**src/rtl/alu_ctrl_gen_if.sv**
```systemverilog
// Handshake and decoded-bundle signals between the fetch side, the ALU control
// generator and the execute-stage ALU.
interface alu_ctrl_gen_if #(
    parameter int CNT_W = 16
) ();
    logic             in_valid;
    logic             in_ready;
    logic [31:0]      in_instr;
    logic [31:0]      in_pc;
    logic             out_valid;
    logic             out_ready;
    logic [31:0]      out_pc;
    logic [2:0]       alu_op;
    logic [1:0]       a_sel;
    logic             b_sel;
    logic [31:0]      imm;
    logic [2:0]       br_type;
    logic             wb_f;
    logic             illegal;
    logic [CNT_W-1:0] illegal_cnt;

    modport master (
        output in_valid, in_instr, in_pc, out_ready,
        input  in_ready, out_valid, out_pc, alu_op, a_sel, b_sel, imm,
               br_type, wb_f, illegal, illegal_cnt
    );

    modport slave (
        input  in_valid, in_instr, in_pc, out_ready,
        output in_ready, out_valid, out_pc, alu_op, a_sel, b_sel, imm,
               br_type, wb_f, illegal, illegal_cnt
    );
endinterface

```
**src/rtl/alu_ctrl_gen.sv**
```systemverilog
// RV32I decode stage: turns an instruction word into registered ALU op/operand
// controls behind a one-deep valid/ready skid, and counts unexecutable encodings.
module alu_ctrl_gen #(
    parameter int CNT_W = 16
) (
    input  logic           clk,
    input  logic           rst_n,
    alu_ctrl_gen_if.slave  bus
);
    localparam logic [2:0] ALU_ADD = 3'd0;
    localparam logic [2:0] ALU_SUB = 3'd1;
    localparam logic [2:0] ALU_AND = 3'd2;
    localparam logic [2:0] ALU_OR  = 3'd3;
    localparam logic [2:0] ALU_XOR = 3'd4;
    localparam logic [2:0] ALU_SLL = 3'd5;
    localparam logic [2:0] ALU_SRL = 3'd6;
    localparam logic [2:0] ALU_SRA = 3'd7;

    localparam logic [6:0] OPC_OP     = 7'b0110011;
    localparam logic [6:0] OPC_OPIMM  = 7'b0010011;
    localparam logic [6:0] OPC_LOAD   = 7'b0000011;
    localparam logic [6:0] OPC_JALR   = 7'b1100111;
    localparam logic [6:0] OPC_STORE  = 7'b0100011;
    localparam logic [6:0] OPC_LUI    = 7'b0110111;
    localparam logic [6:0] OPC_AUIPC  = 7'b0010111;
    localparam logic [6:0] OPC_JAL    = 7'b1101111;
    localparam logic [6:0] OPC_BRANCH = 7'b1100011;

    localparam logic [6:0] F7_ZERO = 7'b0000000;
    localparam logic [6:0] F7_ALT  = 7'b0100000;

    localparam logic [CNT_W-1:0] CNT_MAX = {CNT_W{1'b1}};
    localparam logic [CNT_W-1:0] CNT_ONE = {{(CNT_W-1){1'b0}}, 1'b1};

    typedef struct packed {
        logic [2:0]  alu_op;
        logic [1:0]  a_sel;
        logic        b_sel;
        logic [31:0] imm;
        logic [2:0]  br_type;
        logic        wb_f;
        logic        illegal;
    } bundle_t;

    logic [31:0]      instr_s;
    logic [6:0]       opcode_s;
    logic [2:0]       f3_s;
    logic [6:0]       f7_s;
    logic             f7_zero_s;
    logic             f7_alt_s;
    logic [31:0]      imm_i_s;
    logic [31:0]      imm_s_s;
    logic [31:0]      imm_b_s;
    logic [31:0]      imm_u_s;
    logic [31:0]      imm_j_s;
    logic [31:0]      shamt_s;
    logic [2:0]       alu_f3_s;
    logic             wb_f3_s;
    logic             r_ok_s;
    logic             i_ok_s;
    logic             accept_s;
    bundle_t          dec_s;

    bundle_t          bundle_r;
    logic             out_valid_r;
    logic [31:0]      pc_r;
    logic [CNT_W-1:0] cnt_r;

    assign instr_s   = bus.in_instr;
    assign opcode_s  = instr_s[6:0];
    assign f3_s      = instr_s[14:12];
    assign f7_s      = instr_s[31:25];
    assign f7_zero_s = (f7_s == F7_ZERO);
    assign f7_alt_s  = (f7_s == F7_ALT);

    assign imm_i_s = {{20{instr_s[31]}}, instr_s[31:20]};
    assign imm_s_s = {{20{instr_s[31]}}, instr_s[31:25], instr_s[11:7]};
    assign imm_b_s = {{20{instr_s[31]}}, instr_s[7], instr_s[30:25], instr_s[11:8], 1'b0};
    assign imm_u_s = {instr_s[31:12], 12'h000};
    assign imm_j_s = {{12{instr_s[31]}}, instr_s[19:12], instr_s[20], instr_s[30:21], 1'b0};
    assign shamt_s = {27'd0, instr_s[24:20]};

    // SUB via f7 only exists in the register form; ADDI's upper imm bits must not select it
    assign r_ok_s = (f3_s != 3'b011) &&
                    (f7_zero_s || (f7_alt_s && ((f3_s == 3'b000) || (f3_s == 3'b101))));
    assign i_ok_s = (f3_s != 3'b011) &&
                    ((f3_s == 3'b001) ? f7_zero_s :
                     (f3_s == 3'b101) ? (f7_zero_s || f7_alt_s) : 1'b1);

    // Shared funct3 to ALU op mapping for register and immediate arithmetic
    always_comb begin
        alu_f3_s = ALU_ADD;
        wb_f3_s  = 1'b0;
        case (f3_s)
            3'b000:  alu_f3_s = (f7_alt_s && (opcode_s == OPC_OP)) ? ALU_SUB : ALU_ADD;
            3'b001:  alu_f3_s = ALU_SLL;
            3'b010: begin
                alu_f3_s = ALU_SUB;
                wb_f3_s  = 1'b1;
            end
            3'b100:  alu_f3_s = ALU_XOR;
            3'b101:  alu_f3_s = f7_alt_s ? ALU_SRA : ALU_SRL;
            3'b110:  alu_f3_s = ALU_OR;
            3'b111:  alu_f3_s = ALU_AND;
            default: alu_f3_s = ALU_ADD;
        endcase
    end

    // Full instruction decode; starts from the all-zero illegal bundle
    always_comb begin
        dec_s         = '0;
        dec_s.illegal = 1'b1;
        case (opcode_s)
            OPC_OP: begin
                if (r_ok_s) begin
                    dec_s.alu_op  = alu_f3_s;
                    dec_s.wb_f    = wb_f3_s;
                    dec_s.illegal = 1'b0;
                end else begin
                    dec_s.illegal = 1'b1;
                end
            end
            OPC_OPIMM: begin
                if (i_ok_s) begin
                    dec_s.alu_op  = alu_f3_s;
                    dec_s.wb_f    = wb_f3_s;
                    dec_s.b_sel   = 1'b1;
                    dec_s.imm     = ((f3_s == 3'b001) || (f3_s == 3'b101)) ? shamt_s : imm_i_s;
                    dec_s.illegal = 1'b0;
                end else begin
                    dec_s.illegal = 1'b1;
                end
            end
            OPC_LOAD: begin
                dec_s.b_sel   = 1'b1;
                dec_s.imm     = imm_i_s;
                dec_s.illegal = 1'b0;
            end
            OPC_JALR: begin
                if (f3_s == 3'b000) begin
                    dec_s.b_sel   = 1'b1;
                    dec_s.imm     = imm_i_s;
                    dec_s.br_type = 3'd5;
                    dec_s.illegal = 1'b0;
                end else begin
                    dec_s.illegal = 1'b1;
                end
            end
            OPC_STORE: begin
                dec_s.b_sel   = 1'b1;
                dec_s.imm     = imm_s_s;
                dec_s.illegal = 1'b0;
            end
            OPC_LUI, OPC_AUIPC: begin
                dec_s.a_sel   = (opcode_s == OPC_LUI) ? 2'd2 : 2'd1;
                dec_s.b_sel   = 1'b1;
                dec_s.imm     = imm_u_s;
                dec_s.illegal = 1'b0;
            end
            OPC_JAL: begin
                dec_s.a_sel   = 2'd1;
                dec_s.b_sel   = 1'b1;
                dec_s.imm     = imm_j_s;
                dec_s.br_type = 3'd5;
                dec_s.illegal = 1'b0;
            end
            OPC_BRANCH: begin
                case (f3_s)
                    3'b000:  dec_s.br_type = 3'd1;
                    3'b001:  dec_s.br_type = 3'd2;
                    3'b100:  dec_s.br_type = 3'd3;
                    3'b101:  dec_s.br_type = 3'd4;
                    default: dec_s.br_type = 3'd0;
                endcase
                if (dec_s.br_type != 3'd0) begin
                    dec_s.alu_op  = ALU_SUB;
                    dec_s.imm     = imm_b_s;
                    dec_s.illegal = 1'b0;
                end else begin
                    dec_s.illegal = 1'b1;
                end
            end
            default: dec_s.illegal = 1'b1;
        endcase
    end

    assign bus.in_ready = !out_valid_r || bus.out_ready;
    assign accept_s     = bus.in_valid && bus.in_ready;

    // Output bundle register: load on accept, drop valid once consumed
    always_ff @(posedge clk or negedge rst_n) begin
        if (!rst_n) begin
            out_valid_r <= 1'b0;
            bundle_r    <= '0;
            pc_r        <= 32'd0;
        end else if (accept_s) begin
            out_valid_r <= 1'b1;
            bundle_r    <= dec_s;
            pc_r        <= bus.in_pc;
        end else if (bus.out_ready) begin
            out_valid_r <= 1'b0;
        end else begin
            out_valid_r <= out_valid_r;
        end
    end

    // Saturating count of accepted illegal instructions
    always_ff @(posedge clk or negedge rst_n) begin
        if (!rst_n) begin
            cnt_r <= '0;
        end else if (accept_s && dec_s.illegal && (cnt_r != CNT_MAX)) begin
            cnt_r <= cnt_r + CNT_ONE;
        end else begin
            cnt_r <= cnt_r;
        end
    end

    assign bus.out_valid   = out_valid_r;
    assign bus.out_pc      = pc_r;
    assign bus.alu_op      = bundle_r.alu_op;
    assign bus.a_sel       = bundle_r.a_sel;
    assign bus.b_sel       = bundle_r.b_sel;
    assign bus.imm         = bundle_r.imm;
    assign bus.br_type     = bundle_r.br_type;
    assign bus.wb_f        = bundle_r.wb_f;
    assign bus.illegal     = bundle_r.illegal;
    assign bus.illegal_cnt = cnt_r;
endmodule

```
**src/flat_wrapper.sv**
```systemverilog
// flat-port wrapper written by rule: the top's interface ports become plain ports
module alu_ctrl_gen_flat 
#(
    parameter int CNT_W = 16
)
  (clk, rst_n, bus_in_valid, bus_in_instr, bus_in_pc, bus_out_ready, bus_in_ready, bus_out_valid, bus_out_pc, bus_alu_op, bus_a_sel, bus_b_sel, bus_imm, bus_br_type, bus_wb_f, bus_illegal, bus_illegal_cnt);
  alu_ctrl_gen_if #(.CNT_W(CNT_W)) bus_i ();
  input  logic clk;
  input  logic rst_n;
  input wire logic [$bits(bus_i.in_valid)-1:0] bus_in_valid;
  input wire logic [$bits(bus_i.in_instr)-1:0] bus_in_instr;
  input wire logic [$bits(bus_i.in_pc)-1:0] bus_in_pc;
  input wire logic [$bits(bus_i.out_ready)-1:0] bus_out_ready;
  output wire logic [$bits(bus_i.in_ready)-1:0] bus_in_ready;
  output wire logic [$bits(bus_i.out_valid)-1:0] bus_out_valid;
  output wire logic [$bits(bus_i.out_pc)-1:0] bus_out_pc;
  output wire logic [$bits(bus_i.alu_op)-1:0] bus_alu_op;
  output wire logic [$bits(bus_i.a_sel)-1:0] bus_a_sel;
  output wire logic [$bits(bus_i.b_sel)-1:0] bus_b_sel;
  output wire logic [$bits(bus_i.imm)-1:0] bus_imm;
  output wire logic [$bits(bus_i.br_type)-1:0] bus_br_type;
  output wire logic [$bits(bus_i.wb_f)-1:0] bus_wb_f;
  output wire logic [$bits(bus_i.illegal)-1:0] bus_illegal;
  output wire logic [$bits(bus_i.illegal_cnt)-1:0] bus_illegal_cnt;
  assign bus_i.in_valid = bus_in_valid;
  assign bus_i.in_instr = bus_in_instr;
  assign bus_i.in_pc = bus_in_pc;
  assign bus_i.out_ready = bus_out_ready;
  assign bus_in_ready = bus_i.in_ready;
  assign bus_out_valid = bus_i.out_valid;
  assign bus_out_pc = bus_i.out_pc;
  assign bus_alu_op = bus_i.alu_op;
  assign bus_a_sel = bus_i.a_sel;
  assign bus_b_sel = bus_i.b_sel;
  assign bus_imm = bus_i.imm;
  assign bus_br_type = bus_i.br_type;
  assign bus_wb_f = bus_i.wb_f;
  assign bus_illegal = bus_i.illegal;
  assign bus_illegal_cnt = bus_i.illegal_cnt;
  alu_ctrl_gen #(.CNT_W(CNT_W)) u_core (.clk(clk), .rst_n(rst_n), .bus(bus_i));
endmodule
```
**config.mk**
```make
export PLATFORM = sky130hd
export DESIGN_NAME = alu_ctrl_gen_flat
export DESIGN_NICKNAME = d
export VERILOG_FILES = /design/src/rtl/alu_ctrl_gen_if.sv /design/src/rtl/alu_ctrl_gen.sv /design/src/flat_wrapper.sv
export SDC_FILE = /design/constraint.sdc
export NUM_CORES = 1
export LEC_CHECK = 0
export CELL_PAD_IN_SITES_DETAIL_PLACEMENT = 1
export CELL_PAD_IN_SITES_GLOBAL_PLACEMENT = 1
export CORE_ASPECT_RATIO = 0.75
export CORE_UTILIZATION = 35
export DETAILED_ROUTE_END_ITERATION = 6
export PLACE_DENSITY_LB_ADDON = 0.05
export SLEW_MARGIN = 20
export SYNTH_ARGS = -nofsm -noshare
export SYNTH_HDL_FRONTEND = slang
export SYNTH_SLANG_ARGS = --single-unit
```
**constraint.sdc**
```tcl
create_clock -name clk -period 4.9 [get_ports clk]
set_input_delay 0.49 -clock clk [delete_from_list [all_inputs] [get_ports clk]]
set_output_delay 0.49 -clock clk [all_outputs]
set_load 0.02 [all_outputs]
```
==> results of run 1 <==
-- cells in the final DEF, fill, tap and decap left out, types with 2 or more instances in the layout --
master / synthesis / final
a211oi_1: 2 / 2
a21o_1: 3 / 3
a21oi_1: 9 / 9
a221o_1: 20 / 20
a222oi_1: 2 / 2
a22o_1: 6 / 6
a22oi_1: 2 / 2
and2_1: 4 / 4
and3_1: 2 / 2
buf_4: 2 / 4
clkbuf_16: 0 / 9
clkbuf_8: 0 / 2
clkdlybuf4s50_1: 0 / 159
clkinv_2: 0 / 2
dfrtp_1: 92 / 92
inv_1: 6 / 6
mux2_2: 2 / 2
nand2_1: 129 / 128
nand2b_1: 7 / 7
nand3_1: 12 / 12
nand4_1: 6 / 6
nor2_1: 19 / 19
nor2b_1: 4 / 4
nor3_1: 11 / 11
nor3b_1: 2 / 2
nor4_1: 5 / 5
nor4b_1: 2 / 2
o21a_1: 2 / 2
o21ai_0: 10 / 10
o21bai_1: 3 / 3
o41ai_1: 2 / 2
or2_2: 3 / 3
xor2_1: 14 / 14
-- worst min path at each step --
stage                                      from                          endpoint  slack [ns]  depth (start not counted)
6_report                                  rst_n    u_core.bus.imm[13]$_DFFE_PN0P_        0.19                          1
5_1_grt                                   rst_n    u_core.bus.imm[13]$_DFFE_PN0P_        0.25                          1
3_3_place_gp   u_core.bus.out_pc[8]$_DFFE_PN0P_  u_core.bus.out_pc[8]$_DFFE_PN0P_        0.46                          2
4_1_cts                                   rst_n    u_core.bus.imm[13]$_DFFE_PN0P_        0.22                          1
3_5_place_dp    u_core.bus.a_sel[0]$_DFFE_PN0P_   u_core.bus.a_sel[0]$_DFFE_PN0P_        0.46                          2
2_1_floorplan                             rst_n   u_core.bus.a_sel[0]$_DFFE_PN0P_        0.19                          0
-- power groups by stage --
| stage | clock (mW) | combinational, mW | sequential (mW) |
|---|---|---|---|
| after floorplan | 0 | 0.137 | 1.01 |
| after global placement | 0 | 0.501 | 0.918 |
| after detailed placement | 0 | 0.512 | 0.924 |
| after CTS | 0.698 | 0.513 | 0.910 |
| after global routing | 0.725 | 0.548 | 0.924 |
| final | 0.679 | 0.506 | 0.910 |
-- routing by layer --
| layer | vias up | global-route usage | part of all wire |
|---|---|---|---|
| met4 | 0 | 0.0633 | 0.013 |
| met5 | - | 0 | 0 |
| met3 | 15 | 0.0813 | 0.079 |
| met2 | 115 | 0.336 | 0.44 |
| met1 | 1918 | 0.309 | 0.46 |
| li1 | 1791 | - | - |
-- worst max-delay path: stages --
cell and delay (ns):
clkdlybuf4s50_1 0.47, nor4_1 0.67, o21bai_1 0.15, or2_2 0.32, a31oi_2 0.66, nor2_1 0.18, mux2_2 0.31
-- flip-flops by register name, summed over array words and instances (netlist names) --
| register | flops |
|---|---|
| u_core.bus.a_sel | 2 |
| u_core.bus.alu_op | 3 |
| u_core.bus.b_sel | 1 |
| u_core.bus.br_type | 3 |
| u_core.bus.illegal | 1 |
| u_core.bus.illegal_cnt | 16 |
| u_core.bus.imm | 32 |
| u_core.bus.out_pc | 32 |
| u_core.bus.out_valid | 1 |
| u_core.bus.wb_f | 1 |
-- area by class of cell --
cell class / count / share of cell area
tap: 162 / 0.0327
sequential: 92 / 0.371
inverter: 6 / 0.00363
timing repair buffer: 163 / 0.262
multi-input combinational: 307 / 0.284
clock buffer: 11 / 0.0408
clock inverter: 5 / 0.00565
-- logic make-up after synthesis --
group | count (synthesis) | synth area share
compound gates | 77 | 0.149
buf+inv | 29 | 0.0333
flops | 92 | 0.548
fa+ha+maj | 1 | 0.00298
mux | 2 | 0.00536
simple gates | 212 | 0.230
xor+xnor | 15 | 0.0313
-- through the flow --
stage	power [mW]	utilization	hold slack (ns)	setup slack [ns]	instances
after floorplan	1.15	-	0.194	2.82	428
after global placement	1.42	0.507	0.457	1.58	730
after detailed placement	1.44	0.507	0.461	1.52	730
after CTS	2.12	0.532	0.221	1.87	746
after global routing	2.20	0.532	0.253	1.70	746
final	2.09	0.532	0.194	1.87	746
==> metrics.txt, run 1 <==
Top FF cell, synth=dfrtp_1; CTS tree=done; R2R depth=6; synth top area cells=dfrtp_1 (55%), nand2_1 (12%), a221o_1 (4.8%); routability cong.=0.793; Synth cell types=59; ratio of cells with drive above 1 in the final layout=0.0599; CP Capture Type=flop; Worst Path Required=5.13 ns; first-pass GRT wire length=21700 um; Final Hold Vio Count=0; H-Tree Depth=3; filler instances=1345; power per cell area=338 nW/um2; DRC viols=0; flop2flop setup slack=2.54 ns; I/O pins=161; Crit Reg-Reg Endpoint=u_core.bus.imm[23]$_DFFE_PN0P_; vias=3839; Setup Crit Path Kind=in -> reg; antenna cells=0; Post-CTS Setup Repair Bufs=0; die area=12500 um2; Max Fclk=0.330 GHz; Max VDD drop=0.000171 V; clock sinks=92; dpl cell area=5910 um2; chip width=129 um; core area=11700 um2; Routed WL=13300 um; switching portion of total power=0.307; row count=34; top-area cell type share of the netlist area=0.548; Detail Placement HPWL=9470 um; synthesis-to-finish area growth=47.5%; setup violators final=0; Setup TNS Final=0 ns; FF+latch area=2300 um2; Synth Cell Area=4200 um2; status=finished, final reports clean; Design Area, Final=6200 um2; multi-input gate area in the final layout=1760 um2; Final period util=0.619; max-slew violations=0; area leader, netlist=dfrtp_1; worst hold-check path type=in -> async; Initial DRT Pass Iterations=4; worst endpoint data arrival time=3.26 ns; Async S/R FF share, synth=1.00; Gate power share=0.242; Die Height=96.9 um; starting density of the core=0.361; clock latency on the worst-skew pair=0.34 ns; largest net degree at the start of global routing=71; GRT overflow=0; NetSw=644 uW; worst-margin pin slew=0.868 ns; Post-CTS Hold Buffers=0; overall global routing resource usage=0.226; Longest Clk Path Bufs=2; Tmin final=3.03 ns; root buf cell=clkbuf_16; number of CTS-inserted buffers=9; Seq cells post-synth=92; Port Buffers=160; worst r2r src=u_core.bus.out_valid$_DFFE_PN0P_; Slew headroom=0.416; CP endpoint=u_core.bus.illegal_cnt[1]$_DFFE_PN0P_; crit-path max FO=16; Gates resized, CTS repair=0; max_cap viols=0; vias in the first global route=3945; EDFF count, synth=0; mean post-synth cell area=9.82 um2; Clk pin slew, worst setup/hold paths=0.06 ns; crit path launch type=primary input; Mapped Nets=497; register area share after synthesis=0.548; count leader, synth=nand2_1; wire per inst=17.8 um; antenna violations before repair=0; internal power=1.45 mW; Commonest cells post-synth=nand2_1 (129), dfrtp_1 (92), a221o_1 (20); Synth warnings=0; Routed Antenna Nets=0; Clk network pwr share=0.324; fin nets=648; Initial DRC Count=225; Lkg Pwr=2.74 nW; via/cell ratio=5.15; Syn Inst Count=428; Crit. Startpoint=bus_in_instr[31]; Reg power frac=0.434; RSZ-0062 raised after global routing=false; skew final=0.00929 ns
Power figures use the tool's default switching activity.
==> run 2, diff against run 1 <==
- CORE_UTILIZATION: 35 -> 33
- clock period: 4.9 -> 3 ns (I/O delays scaled with it)
==> metrics.txt, run 2 (synthesized netlist as in run 1, its figures left out) <==
Initial DRC Count=226 (+0.44%); dpl cell area=6000 um2 (+1.4%); NetSw=1.03 mW (+59%); Clk network pwr share=0.342 (+0.018); vias in the first global route=4057 (+2.8%); clock latency on the worst-skew pair=0.34 ns (about the same); setup violators final=0 (unchanged); die area=13200 um2 (+6.0%); crit-path max FO=16 (unchanged); chip width=132 um (+2.9%); Routed Antenna Nets=0 (unchanged); crit path launch type=primary input; Final period util=0.782; H-Tree Depth=3 (unchanged); Post-CTS Setup Repair Bufs=0 (unchanged); Final Non-Filler Cells=758 (+1.6%); Port Buffers=160 (unchanged); I/O pins=161 (unchanged); Lkg Pwr=2.80 nW (+2.1%); Longest Clk Path Bufs=2 (unchanged); Die Height=99.7 um (+2.9%); GRT overflow=0 (unchanged); commonest non-fill, non-tap cell in the layout=clkdlybuf4s50_1; Initial DRT Pass Iterations=4 (unchanged); CTS tree=done; Gate power share=0.237 (-0.005); core area=12300 um2 (+5.9%); DRC viols=0 (unchanged); root buf cell=clkbuf_16; max-slew violations=0 (unchanged); skew final=0.00688 ns (-0.00241 ns); worst endpoint data arrival time=2.57 ns (-0.69 ns); worst-margin pin slew=0.670 ns (-0.199 ns); worst hold-check path type=reg -> reg; Final Hold Vio Count=0 (unchanged); fin nets=658 (+1.5%); synthesis-to-finish area growth=50.2%; most frequent cells in the layout=clkdlybuf4s50_1 (159), nand2_1 (128), dfrtp_1 (92); Reg power frac=0.421 (-0.013); Max Fclk=0.426 GHz; Cells after DPL=743 (+1.8%); Max VDD drop=0.000334 V (+96%); row count=35 (+2.9%); Setup Crit Path Kind=in -> reg; power per cell area=557 nW/um2 (+65%); starting density of the core=0.340 (-0.0202); clock sinks=92 (unchanged); Design Area, Final=6310 um2 (+1.8%); hold_ws=0.477 ns (+0.283 ns); wire per inst=17.4 um (-2.7%); antenna cells=0 (unchanged); internal power=2.49 mW (+72%); ratio of cells with drive above 1 in the final layout=0.0693 (+0.00933); antenna violations before repair=0 (unchanged); first-pass GRT wire length=21800 um (+0.38%); max_cap viols=0 (unchanged); largest net degree at the start of global routing=53 (-25%); Clk pin slew, worst setup/hold paths=0.07 ns (about the same); routability cong.=0.851 (+7.3%); Tmin final=2.35 ns; switching portion of total power=0.291 (-0.0159); overall global routing resource usage=0.211 (-0.0152); Slew headroom=0.549 (+0.134); vias=3809 (-0.78%); Routed WL=13200 um (-1.1%); Worst Path Required=3.22 ns (-1.91 ns); Detail Placement HPWL=9320 um (-1.6%); Setup TNS Final=0 ns (unchanged); via/cell ratio=5.03 (-2.4%); Gates resized, CTS repair=0 (unchanged); number of CTS-inserted buffers=9 (unchanged); CP Capture Type=flop; status=finished, final reports clean; RSZ-0062 raised after global routing=false; fin util=0.511 (-0.0207)
## run 2: cell types whose count changed in the layout (fill, tap and decap cells not counted), sizes merged
cell,before,now
clkbuf,11,10
bufinv,0,2
clkinv,3,1
inv,7,6
dlygate4sd3,0,1
buf,4,13
## run 2: final timing paths
path,startpoint,to,slack (ns),cells after the start
min in group asynchronous,rst_n,u_core.bus.imm[9]$_DFFE_PN0P_,0.49,2
max in group asynchronous,rst_n,u_core.bus.out_pc[24]$_DFFE_PN0P_,1.83,3
max,bus_in_instr[12],u_core.bus.illegal_cnt[1]$_DFFE_PN0P_,0.65,8
min reg2reg,u_core.bus.out_pc[17]$_DFFE_PN0P_,u_core.bus.out_pc[17]$_DFFE_PN0P_,0.48,2
max reg2reg,u_core.bus.illegal_cnt[0]$_DFFE_PN0P_,u_core.bus.illegal_cnt[1]$_DFFE_PN0P_,1.13,5
min,u_core.bus.out_pc[17]$_DFFE_PN0P_,u_core.bus.out_pc[17]$_DFFE_PN0P_,0.48,2
## run 2: final cells by class
cell class | instances | area, um2
sequential | 92 | 2300
tap | 166 | 208
clock inverter | 4 | 76.3
timing repair buffer | 173 | 1710
multi-input combinational | 307 | 1760
fill | 1402 | 6040
clock buffer | 10 | 229
inverter | 6 | 22.5
## run 2: power by group through the flow
stage	logic [mW]	registers, mW	clock network (mW)
global placement	0.830	1.50	0
CTS	0.846	1.49	1.25
global route	0.905	1.50	1.28
finish	0.834	1.48	1.20
floorplan	0.224	1.65	0
detailed placement	0.838	1.51	0
## run 2: repair_timing
item | 4_1_cts | 5_1_grt
hold buffers | 1 | 0
setup endpoints to repair | 0 | 0
endpoints found under the hold margin | 43 | 0
## run 2: critical path: stages
cell	delay (ns)
clkdlybuf4s50_1	0.78
nand2b_1	0.20
o22ai_1	0.27
or2_2	0.19
a31oi_2	0.09
buf_4	0.20
nor2_1	0.19
mux2_2	0.35
## run 2: routing by layer
metal | vias to the layer above | wire length [um] | share of wire | GRT usage
met1 | 1853 | 6050 | 0.46 | 0.276
met4 | 0 | 181 | 0.014 | 0.0654
met2 | 129 | 5760 | 0.44 | 0.326
met3 | 14 | 1170 | 0.089 | 0.0780
li1 | 1813 | - | - | -
met5 | - | 0 | 0 | 0
## run 2: metrics by stage
| step | setup WS (ns) | power, mW |
|---|---|---|
| after floorplan | 1.11 | 1.87 |
| after global routing | 0.479 | 3.69 |
| final | 0.653 | 3.52 |
| after CTS | 0.665 | 3.58 |
| after global placement | 0.408 | 2.33 |
| after detailed placement | 0.359 | 2.35 |
